$ cat src/rtl/game_pkg.sv
// Shared encodings for the game-flow logic: screen codes, player slots and
// the screen sequencer state type.
package game_pkg;

    localparam logic [1:0] SCREEN_MENU     = 2'b00;
    localparam logic [1:0] SCREEN_GAMEPLAY = 2'b01;
    localparam logic [1:0] SCREEN_FINISHED = 2'b10;

    // Slot order doubles as tie-break priority and as the winner bit position
    localparam int PLAYER_GREEN  = 0;
    localparam int PLAYER_RED    = 1;
    localparam int PLAYER_BLUE   = 2;
    localparam int PLAYER_YELLOW = 3;
    localparam int NUM_PLAYERS   = 4;

    typedef enum logic [1:0] {
        MENU_IDLE,
        MENU_COUNTDOWN,
        GAMEPLAY,
        FINISHED
    } seq_state_t;

endpackage

$ cat src/rtl/screen_sequencer_if.sv
// Player-side inputs and compositor-side outputs of the screen sequencer.
interface screen_sequencer_if #(
    parameter int MAX_POS = 109
);
    localparam int POS_W = $clog2(MAX_POS);

    logic             green_ready_to_play;
    logic             red_ready_to_play;
    logic             blue_ready_to_play;
    logic             yellow_ready_to_play;
    logic [POS_W-1:0] green_cur_pos;
    logic [POS_W-1:0] red_cur_pos;
    logic [POS_W-1:0] blue_cur_pos;
    logic [POS_W-1:0] yellow_cur_pos;
    logic [1:0]       current_screen;
    logic [2:0]       countdown;
    logic [3:0]       winner;
    logic             game_reset;

    modport master (
        output green_ready_to_play, red_ready_to_play,
               blue_ready_to_play, yellow_ready_to_play,
        output green_cur_pos, red_cur_pos, blue_cur_pos, yellow_cur_pos,
        input  current_screen, countdown, winner, game_reset
    );

    modport slave (
        input  green_ready_to_play, red_ready_to_play,
               blue_ready_to_play, yellow_ready_to_play,
        input  green_cur_pos, red_cur_pos, blue_cur_pos, yellow_cur_pos,
        output current_screen, countdown, winner, game_reset
    );

endinterface

$ cat src/rtl/sec_tick_gen.sv
// One-cycle pulse every TICKS_PER_SEC clocks; clear restarts a full second.
module sec_tick_gen #(
    parameter int TICKS_PER_SEC = 50000000
) (
    input  logic clk,
    input  logic rst,
    input  logic clear,
    output logic sec_tick
);
    localparam int CW = (TICKS_PER_SEC > 1) ? $clog2(TICKS_PER_SEC) : 1;
    localparam logic [CW-1:0] LAST = CW'(TICKS_PER_SEC - 1);

    logic [CW-1:0] tick_cnt;

    always_ff @(posedge clk) begin
        if (rst || clear) begin
            tick_cnt <= '0;
        end else if (tick_cnt == LAST) begin
            tick_cnt <= '0;
        end else begin
            tick_cnt <= tick_cnt + 1'b1;
        end
    end

    assign sec_tick = (tick_cnt == LAST);

endmodule

$ cat src/rtl/screen_sequencer.sv
// Game-flow controller: menu, countdown, gameplay and finished-hold screens,
// winner detection and the end-of-round game_reset pulse.
module screen_sequencer
    import game_pkg::*;
#(
    parameter int MAX_POS         = 109,
    parameter int TICKS_PER_SEC   = 50000000,
    parameter int COUNTDOWN_START = 5,
    parameter int END_HOLD_SEC    = 10
) (
    input  logic               clk,
    input  logic               rst,
    screen_sequencer_if.slave  bus
);
    localparam int POS_W = $clog2(MAX_POS);
    localparam int HOLD_W = $clog2(END_HOLD_SEC + 1);
    localparam logic [POS_W-1:0]  FINISH_POS = POS_W'(MAX_POS - 1);
    localparam logic [HOLD_W-1:0] HOLD_LAST  = HOLD_W'(END_HOLD_SEC - 1);
    localparam logic [2:0]        CD_START   = 3'(COUNTDOWN_START);

    seq_state_t        state;
    logic [1:0]        screen_q;
    logic [2:0]        countdown_q;
    logic [3:0]        winner_q;
    logic              game_reset_q;
    logic [HOLD_W-1:0] hold_cnt;
    logic [3:0]        winner_next;
    logic [POS_W-1:0]  pos [NUM_PLAYERS];
    logic              any_ready;
    logic              sec_tick;
    logic              tick_clear;

    assign pos[PLAYER_GREEN]  = bus.green_cur_pos;
    assign pos[PLAYER_RED]    = bus.red_cur_pos;
    assign pos[PLAYER_BLUE]   = bus.blue_cur_pos;
    assign pos[PLAYER_YELLOW] = bus.yellow_cur_pos;

    assign any_ready = bus.green_ready_to_play | bus.red_ready_to_play |
                       bus.blue_ready_to_play | bus.yellow_ready_to_play;

    // Untimed states hold the tick counter at zero, so every timed state starts on a full second
    assign tick_clear = (state == MENU_IDLE) || (state == GAMEPLAY);

    sec_tick_gen #(
        .TICKS_PER_SEC (TICKS_PER_SEC)
    ) u_sec_tick_gen (
        .clk      (clk),
        .rst      (rst),
        .clear    (tick_clear),
        .sec_tick (sec_tick)
    );

    // Scanning from the lowest-priority slot lets green overwrite every other finisher
    always_comb begin
        winner_next = '0;
        for (int i = NUM_PLAYERS - 1; i >= 0; i--) begin
            if (pos[i] >= FINISH_POS) begin
                winner_next = 4'b0001 << i;
            end
        end
    end

    always_ff @(posedge clk) begin
        if (rst) begin
            state        <= MENU_IDLE;
            screen_q     <= SCREEN_MENU;
            countdown_q  <= '0;
            winner_q     <= '0;
            game_reset_q <= 1'b0;
            hold_cnt     <= '0;
        end else begin
            game_reset_q <= 1'b0;
            case (state)
                MENU_IDLE: begin
                    if (any_ready) begin
                        state       <= MENU_COUNTDOWN;
                        countdown_q <= CD_START;
                    end
                end
                MENU_COUNTDOWN: begin
                    if (!any_ready) begin
                        state       <= MENU_IDLE;
                        countdown_q <= '0;
                    end else if (sec_tick) begin
                        if (countdown_q > 3'd1) begin
                            countdown_q <= countdown_q - 3'd1;
                        end else begin
                            state       <= GAMEPLAY;
                            screen_q    <= SCREEN_GAMEPLAY;
                            countdown_q <= '0;
                        end
                    end
                end
                GAMEPLAY: begin
                    if (|winner_next) begin
                        state    <= FINISHED;
                        screen_q <= SCREEN_FINISHED;
                        winner_q <= winner_next;
                        hold_cnt <= '0;
                    end
                end
                FINISHED: begin
                    // The pulse cycle is the last cycle on the finished screen
                    if (game_reset_q) begin
                        state    <= MENU_IDLE;
                        screen_q <= SCREEN_MENU;
                        winner_q <= '0;
                    end else if (sec_tick) begin
                        if (hold_cnt == HOLD_LAST) begin
                            game_reset_q <= 1'b1;
                        end else begin
                            hold_cnt <= hold_cnt + 1'b1;
                        end
                    end
                end
                default: begin
                    state    <= MENU_IDLE;
                    screen_q <= SCREEN_MENU;
                end
            endcase
        end
    end

    assign bus.current_screen = screen_q;
    assign bus.countdown      = countdown_q;
    assign bus.winner         = winner_q;
    assign bus.game_reset     = game_reset_q;

endmodule

$ cat src/flat_wrapper.sv
// flat-port wrapper written by rule: the top's interface ports become plain ports
module screen_sequencer_flat import game_pkg::*;
#(
    parameter int MAX_POS         = 109,
    parameter int TICKS_PER_SEC   = 50000000,
    parameter int COUNTDOWN_START = 5,
    parameter int END_HOLD_SEC    = 10
)
  (clk, rst, bus_green_ready_to_play, bus_red_ready_to_play, bus_blue_ready_to_play, bus_yellow_ready_to_play, bus_green_cur_pos, bus_red_cur_pos, bus_blue_cur_pos, bus_yellow_cur_pos, bus_current_screen, bus_countdown, bus_winner, bus_game_reset);
  screen_sequencer_if #(.MAX_POS(MAX_POS)) bus_i ();
  input  logic clk;
  input  logic rst;
  input wire logic [$bits(bus_i.green_ready_to_play)-1:0] bus_green_ready_to_play;
  input wire logic [$bits(bus_i.red_ready_to_play)-1:0] bus_red_ready_to_play;
  input wire logic [$bits(bus_i.blue_ready_to_play)-1:0] bus_blue_ready_to_play;
  input wire logic [$bits(bus_i.yellow_ready_to_play)-1:0] bus_yellow_ready_to_play;
  input wire logic [$bits(bus_i.green_cur_pos)-1:0] bus_green_cur_pos;
  input wire logic [$bits(bus_i.red_cur_pos)-1:0] bus_red_cur_pos;
  input wire logic [$bits(bus_i.blue_cur_pos)-1:0] bus_blue_cur_pos;
  input wire logic [$bits(bus_i.yellow_cur_pos)-1:0] bus_yellow_cur_pos;
  output wire logic [$bits(bus_i.current_screen)-1:0] bus_current_screen;
  output wire logic [$bits(bus_i.countdown)-1:0] bus_countdown;
  output wire logic [$bits(bus_i.winner)-1:0] bus_winner;
  output wire logic [$bits(bus_i.game_reset)-1:0] bus_game_reset;
  assign bus_i.green_ready_to_play = bus_green_ready_to_play;
  assign bus_i.red_ready_to_play = bus_red_ready_to_play;
  assign bus_i.blue_ready_to_play = bus_blue_ready_to_play;
  assign bus_i.yellow_ready_to_play = bus_yellow_ready_to_play;
  assign bus_i.green_cur_pos = bus_green_cur_pos;
  assign bus_i.red_cur_pos = bus_red_cur_pos;
  assign bus_i.blue_cur_pos = bus_blue_cur_pos;
  assign bus_i.yellow_cur_pos = bus_yellow_cur_pos;
  assign bus_current_screen = bus_i.current_screen;
  assign bus_countdown = bus_i.countdown;
  assign bus_winner = bus_i.winner;
  assign bus_game_reset = bus_i.game_reset;
  screen_sequencer #(.MAX_POS(MAX_POS), .TICKS_PER_SEC(TICKS_PER_SEC), .COUNTDOWN_START(COUNTDOWN_START), .END_HOLD_SEC(END_HOLD_SEC)) u_core (.clk(clk), .rst(rst), .bus(bus_i));
endmodule
$ cat config.mk
export PLATFORM = sky130hd
export DESIGN_NAME = screen_sequencer_flat
export DESIGN_NICKNAME = d
export VERILOG_FILES = /design/src/rtl/game_pkg.sv /design/src/rtl/screen_sequencer_if.sv /design/src/rtl/sec_tick_gen.sv /design/src/rtl/screen_sequencer.sv /design/src/flat_wrapper.sv
export SDC_FILE = /design/constraint.sdc
export NUM_CORES = 1
export LEC_CHECK = 0
export CAP_MARGIN = 20
export CORE_ASPECT_RATIO = 1.2
export CORE_MARGIN = 10
export CORE_UTILIZATION = 40
export CTS_CLUSTER_DIAMETER = 80
export DETAILED_ROUTE_END_ITERATION = 10
export PLACE_DENSITY = 0.65
export SLEW_MARGIN = 10
export SYNTH_ARGS = -nofsm -noshare
export SYNTH_HDL_FRONTEND = slang
export SYNTH_HIERARCHICAL = 1
export SYNTH_SLANG_ARGS = --single-unit
$ cat constraint.sdc
create_clock -name clk -period 2 [get_ports clk]
set_input_delay 0.4 -clock clk [delete_from_list [all_inputs] [get_ports clk]]
set_output_delay 0.4 -clock clk [all_outputs]
set_load 0.02 [all_outputs]
# Word level (Yosys, flattened, before mapping)
# Index checks and enable logic that the tools add are counted.
# classes
order_cmp	5
n_eq_ne	16
bitwise	5
add_sub_neg	3
reduce_logical	14
muxes	30
# op_table
cell	count
$mux W4	10
$ge A7 B7 Y1 const B	4
$add A26 B1 Y26 const B	1
$eq A26 B26 Y1 const B	1
$mux W2	10
$pmux W4 S2	2
$mux W3	4
$ne A2 B1 Y1 const B	5
$reduce_and A5 Y1	2
$ne A2 B2 Y1 const B	4
$pmux W2 S4	1
$reduce_or A4 Y1	2
$ne A3 B3 Y1 const B	2
$pmux W2 S3	1
$pmux W3 S2	1
$reduce_and A3 Y1	2
$reduce_and A6 Y1	1
$add A4 B1 Y4 const B	1
$eq A2 B2 Y1 const B	2
$eq A4 B4 Y1 const B	1
$reduce_bool A2 Y1	2
$gt A3 B1 Y1 const B	1
$or A1 B1 Y1	3
$reduce_bool A3 Y1	1
7 further kinds	9
# word_totals
regBits	42
output_inout_bits	10
word_cells	80
in_bits	34

# Depth between registers and ports, before layout
# logic_depth
depth_word	8
mapped_depth	8
mapped_depth_nobuf	8

# Cells and area by module
# The synthesis kept the hierarchy.
# by_module_without_submodules
mod	area_each_um2	seq_area_each_um2	cells_per_inst	n_inst
sec_tick_gen	1297.5	520.5	144	1
screen_sequencer	899.6	320.3	102	1

# Worst setup path after synthesis
# Ideal clock, no wire load.
# synth_path
path_kind	register -> register
startpoint	reg u_core.u_sec_tick_gen.tick_cnt[0]
endpoint	reg u_core.countdown_q[1], in the netlist u_core/bus.countdown[1]
required_time_ns	1.929
arrival_ns	1.969
synth_period_minus_slack_ns	2.040
path_stages_with_launch	9
setup_time_ns	0.071
path_buffers	0
path_slack_ns	-0.040
path_cell_list	dfxtp_1 -> ha_1 -> and2_1 -> nand2_2 -> nor3_1 -> nand2b_1 -> mux2i_1 -> or4_1 -> a21oi_1
# synth_via
elab_chain_cells	3
# synth_rtl
element	line	text
start, declared	sec_tick_gen.sv:13	logic [CW-1:0] tick_cnt;
start signal, assigned	sec_tick_gen.sv:21	tick_cnt <= tick_cnt + 1'b1;
$eq A26 B26 Y1	sec_tick_gen.sv:25	assign sec_tick = (tick_cnt == LAST);
via u_core.sec_tick	screen_sequencer.sv:30	logic sec_tick;
$ne A3 B3 Y1 (no source line)	--	
$reduce_and A3 Y1 (no source line)	--	
end signal, assigned	screen_sequencer.sv:86	countdown_q <= countdown_q - 3'd1;
end, declared	screen_sequencer.sv:23	logic [2:0] countdown_q;
# The timed path passes the listed nets, and every way through them passes these cells.
# A chain may end at the register's enable or synchronous reset.

# Worst setup path in the final report
# layout_path
startpoint	in bus_red_ready_to_play
endpoint	reg u_core.countdown_q[1], in the netlist u_core/bus.countdown[1]
# layout_via
elab_chain_cells	5
word_cells_on_any_way	8
classes_between	eq/ne: 2; mux: 2; bitwise: 3; reduce/logical: 1
# layout_rtl
element	line	text
start, declared	flat_wrapper.sv:14	input wire logic [$bits(bus_i.red_ready_to_play)-1:0] bus_red_ready_to_play;
$or A1 B1 Y1 (*) (2 in series)	screen_sequencer.sv:38	assign any_ready = bus.green_ready_to_play | bus.red_ready_to_play |
$or A1 B1 Y1 (*)	screen_sequencer.sv:39	bus.blue_ready_to_play | bus.yellow_ready_to_play;
$ne A3 B3 Y1 (no source line) (tied with other cells)	--	
$reduce_and A3 Y1 (no source line) / $pmux W3 S2 (equally long branches)	--	
# Every way passes the cells marked *; elsewhere a longest branch is shown, timed or not.

==> impl_metrics.env <==
export IMPL_buffer_levels_on_the_longest_clock_path=2
export IMPL_io_buffer_count=35
export IMPL_fin_nets=359
export IMPL_regToRegEndpoint="u_core/bus.countdown[1]$_SDFFE_PP0P_"
export IMPL_worst_pin_slew_ps=421
export IMPL_num_antenna_cells=0
export IMPL_hold_viol=0
export IMPL_ys_dominant_reg_cell="sky130_fd_sc_hd__dfxtp_1"
export IMPL_detail_route_wl_per_cell_um=14.7
export IMPL_synthTopCellsByArea="sky130_fd_sc_hd__dfxtp_1, sky130_fd_sc_hd__or4_1, sky130_fd_sc_hd__o31ai_1"
export IMPL_hpwlAfterDp_mm=4.27
export IMPL_postLayoutCellArea_sq_mm=0.00303
export IMPL_synth_xor_area_share_pct=5.18
export IMPL_clkPwrFrac_pct=33.3
export IMPL_worstPathRequired_ps=2230
export IMPL_drt_first_iter_violations=88
export IMPL_setup_reg_to_reg_worst_slack_ps=110
export IMPL_whs_endpoint="u_core/bus.winner[0]$_SDFFE_PP0P_"
export IMPL_cts_buffers=5
export IMPL_maxCapViolCount=0
export IMPL_fraction_of_power_spent_switching_nets_pct=23.3
export IMPL_dominant_combinational_cell_family_by_area_after_synthesis="simple AND/OR/NAND/NOR gates"
export IMPL_grt_start_max_net_pins=20
export IMPL_floorplan_io_pins=44
export IMPL_synth_sequential_area_ratio_pct=38.3
export IMPL_worst_r2r_path_depth=7
export IMPL_dr_total_vias=2126
export IMPL_postSynthCellCount=246
export IMPL_fp_dieArea_sq_mm=0.00887
export IMPL_fp_row_count=29
export IMPL_final_max_slew_viol_count=0
export IMPL_synth_edff_count=0
export IMPL_synth_mux_area_share_pct=0.456
export IMPL_timing_rr_start="u_core/u_sec_tick_gen/tick_cnt[8]$_SDFF_PP0_"
export IMPL_synth_simple_area_share_pct=30.9
export IMPL_p_int_mw=1.19
export IMPL_cp_slowest_cell="sky130_fd_sc_hd__or4_1"
export IMPL_first_pass_grt_wire_length_mm=9.29
export IMPL_critical_path_cell_chain="clkdlybuf4s50_1, or4_1, mux2i_1, or4_1, a21oi_2"
export IMPL_cp_arrival_ps=2150
export IMPL_ctsHtreeMaxLevel=2
export IMPL_ys_warns=6
export IMPL_flow_area_growth_from_synthesis_pct=37.7
export IMPL_fp_dieH_um=101
export IMPL_yosys_register_bits=42
export IMPL_power_sequential_fraction_pct=55.4
export IMPL_synth_compound_gate_area_share_pct=18.6
export IMPL_synthesis_nets=285
export IMPL_overflow=0
export IMPL_detail_route_first_pass_iterations=4
export IMPL_yosysTopAreaCell="sky130_fd_sc_hd__dfxtp_1"
export IMPL_initial_core_util_pct=41.5
export IMPL_combPwrFrac_pct=11.3
export IMPL_worst_hold_check_slack_ps=477
export IMPL_path_common_cell="sky130_fd_sc_hd__or4_1"
export IMPL_placement_cell_area_sq_mm=0.00285
export IMPL_share_of_post_route_cells_with_drive_strength_above_1_pct=22.8
export IMPL_peakVddDrop_mv=0.280
export IMPL_outcome="finished, final reports clean"
export IMPL_number_of_antenna_violations_at_the_first_check_in_global_routing=0
export IMPL_critical_path_class="in2reg"
export IMPL_postSynth_asyncResetShare_pct=0
export IMPL_synthDistinctLibCells=60
export IMPL_place_inst=369
export IMPL_synth_adder_area_share_pct=2.85
export IMPL_post_drt_via_cell_ratio=5.57
export IMPL_drc=0
export IMPL_end_kind="flop"
export IMPL_synthMostInstantiatedCell="sky130_fd_sc_hd__dfxtp_1"
export IMPL_skew_pair_late_insertion_delay_ps=290
export IMPL_die_width_um=87.7
export IMPL_slowest_delay_ps=590
export IMPL_critPathMaxFanout=2
export IMPL_gr_usage_all_layers_pct=12.6
export IMPL_period_needed_ps=1910
export IMPL_post_synth_cell_area_avg_sq_um=8.93
export IMPL_ys_top_cells_by_count="sky130_fd_sc_hd__dfxtp_1, sky130_fd_sc_hd__nor2_1, sky130_fd_sc_hd__a21oi_1"
export IMPL_hold_path_stages=2
export IMPL_cts_root_buf="sky130_fd_sc_hd__clkbuf_8"
export IMPL_fp_coreArea_sq_mm=0.00530
export IMPL_maxClockFrequency_ghz=0.523
export IMPL_final_critical_path_share_of_the_clock_period_pct=95.6
export IMPL_leakage_nw=1.11
export IMPL_relSlewSlack_pct=71.9
export IMPL_crit_path_start_kind="primary input"
export IMPL_power_density_mw_per_mm2=513
export IMPL_p_sw_uw=362
export IMPL_worst_hold_startpoint="u_core/bus.winner[0]$_SDFFE_PP0P_"
export IMPL_postCtsHoldBufs=0
export IMPL_finalSetupViolCount=0
export IMPL_tritoncts="yes"
export IMPL_yosysTopAreaCellShare_pct=38.3
export IMPL_clock_skew_ps=12.1
export IMPL_syn_cell_area_sq_mm=0.00220
export IMPL_drt_wl_total_mm=5.63
export IMPL_gp_routability_congestion=0.824
export IMPL_cts_sinks=42
export IMPL_first_global_vias=2107
export IMPL_worst_hold_path_type="reg2reg"
export IMPL_route_antenna_remaining_nets=0
export IMPL_final_cells=382
export IMPL_total_power_mw=1.55
export IMPL_cts_reportedPaths_clkPinSlew_ps=80
[cells by family after synthesis]
logic type      after synthesis
mux                           1
xor+xnor                     13
fa+ha+maj                     5
simple gates                110
flops                        42
compound gates               57
buf+inv                      18
[registers in the layout (all words and copies together) (netlist names), named ones only]
| signal | cells |
|---|---|
| u_core/bus.countdown | 3 |
| u_core/bus.current_screen | 2 |
| u_core/bus.game_reset | 1 |
| u_core/bus.winner | 4 |
| u_core/hold_cnt | 4 |
| u_core/state | 1 |
| u_core/u_sec_tick_gen/tick_cnt | 26 |
[power by group through the flow]
stage / registers, mW / clock network, mW / logic [mW]
3_5_place_dp: 0.879 / 0 / 0.164
4_1_cts: 0.859 / 0.537 / 0.165
6_report: 0.860 / 0.518 / 0.175
2_1_floorplan: 0.880 / 0 / 0.0675
3_3_place_gp: 0.878 / 0 / 0.162
5_1_grt: 0.862 / 0.565 / 0.192
[metal layers]
layer | share of wire, % | vias to the layer above | global-route usage (%)
met5 | 0 | - | 0
met4 | 1.7 | 0 | 4.18
met3 | 6.3 | 8 | 5.62
li1 | - | 1083 | -
met2 | 49 | 43 | 21.2
met1 | 43 | 992 | 13.8
[metrics by stage]
stage	utilization [%]	setup slack, ps	TNS [ps]
finish	57.1	88.9	0
global placement	53.7	-254	-444
floorplan	-	28.0	0
global route	57.1	-26.8	-47.9
detailed placement	53.7	-268	-548
CTS	55.1	2.05	0
[timing repair]
action / 4_1_cts / 5_1_grt
endpoints found under the hold margin: 0 / 0
setup buffers: 0 / 7
pin swaps: 2 / 6
gates cloned: 0 / 0
endpoints found under the setup margin: 13 / 20
resized for setup: 0 / 12
[final cells by class]
cell class | count | area, sq um
Clock buffer | 7 | 76.3
Fill cell | 501 | 2270
Inverter | 9 | 33.8
Multi-Input combinational cell | 186 | 1340
Sequential cell | 42 | 842
Tap cell | 62 | 77.6
Timing Repair Buffer | 76 | 658
[critical path: cells and delay by family]
kind,cells,cell delay (ps)
buffers and inverters,1,420
AO/OA/AOI/OAI,1,140
multiplexers,1,160
AND/OR/NAND/NOR,2,1030
[cells in the final DEF (no fill, tap or decap), types with 3 or more instances in the layout]
cell type and n:
sky130_fd_sc_hd__or4_1 12, sky130_fd_sc_hd__buf_4 41, sky130_fd_sc_hd__a31oi_1 4, sky130_fd_sc_hd__o31ai_1 10
sky130_fd_sc_hd__and2_1 3, sky130_fd_sc_hd__nor3_1 11, sky130_fd_sc_hd__nor4_1 3, sky130_fd_sc_hd__a21o_1 5
sky130_fd_sc_hd__inv_1 9, sky130_fd_sc_hd__ha_1 5, sky130_fd_sc_hd__and3_1 5, sky130_fd_sc_hd__nand2b_1 3
sky130_fd_sc_hd__xnor2_1 6, sky130_fd_sc_hd__a21oi_1 13, sky130_fd_sc_hd__nand3_1 9, sky130_fd_sc_hd__nand4_1 9
sky130_fd_sc_hd__clkbuf_8 5, sky130_fd_sc_hd__clkdlybuf4s50_1 35, sky130_fd_sc_hd__dfxtp_1 41, sky130_fd_sc_hd__xor2_1 7
sky130_fd_sc_hd__nand2_1 9, sky130_fd_sc_hd__o21ai_0 4, sky130_fd_sc_hd__nor2_1 16
[worst max-delay path by stage]
stage                                                       start                                        end  slack (ps)  depth (start not counted)
floorplan            u_core/u_sec_tick_gen/tick_cnt[0]$_SDFF_PP0_       u_core/bus.countdown[1]$_SDFFE_PP0P_          30                          8
global placement                          bus_green_ready_to_play       u_core/bus.countdown[1]$_SDFFE_PP0P_        -250                          5
detailed placement                        bus_green_ready_to_play       u_core/bus.countdown[1]$_SDFFE_PP0P_        -270                          5
CTS                 u_core/u_sec_tick_gen/tick_cnt[10]$_SDFF_PP0_       u_core/bus.countdown[1]$_SDFFE_PP0P_           2                          7
global route         u_core/u_sec_tick_gen/tick_cnt[8]$_SDFF_PP0_  u_core/bus.current_screen[0]$_SDFFE_PP0P_         -30                          7
finish                                      bus_red_ready_to_play       u_core/bus.countdown[1]$_SDFFE_PP0P_          90                          5
No activity file was read; power rests on OpenSTA's default activity.
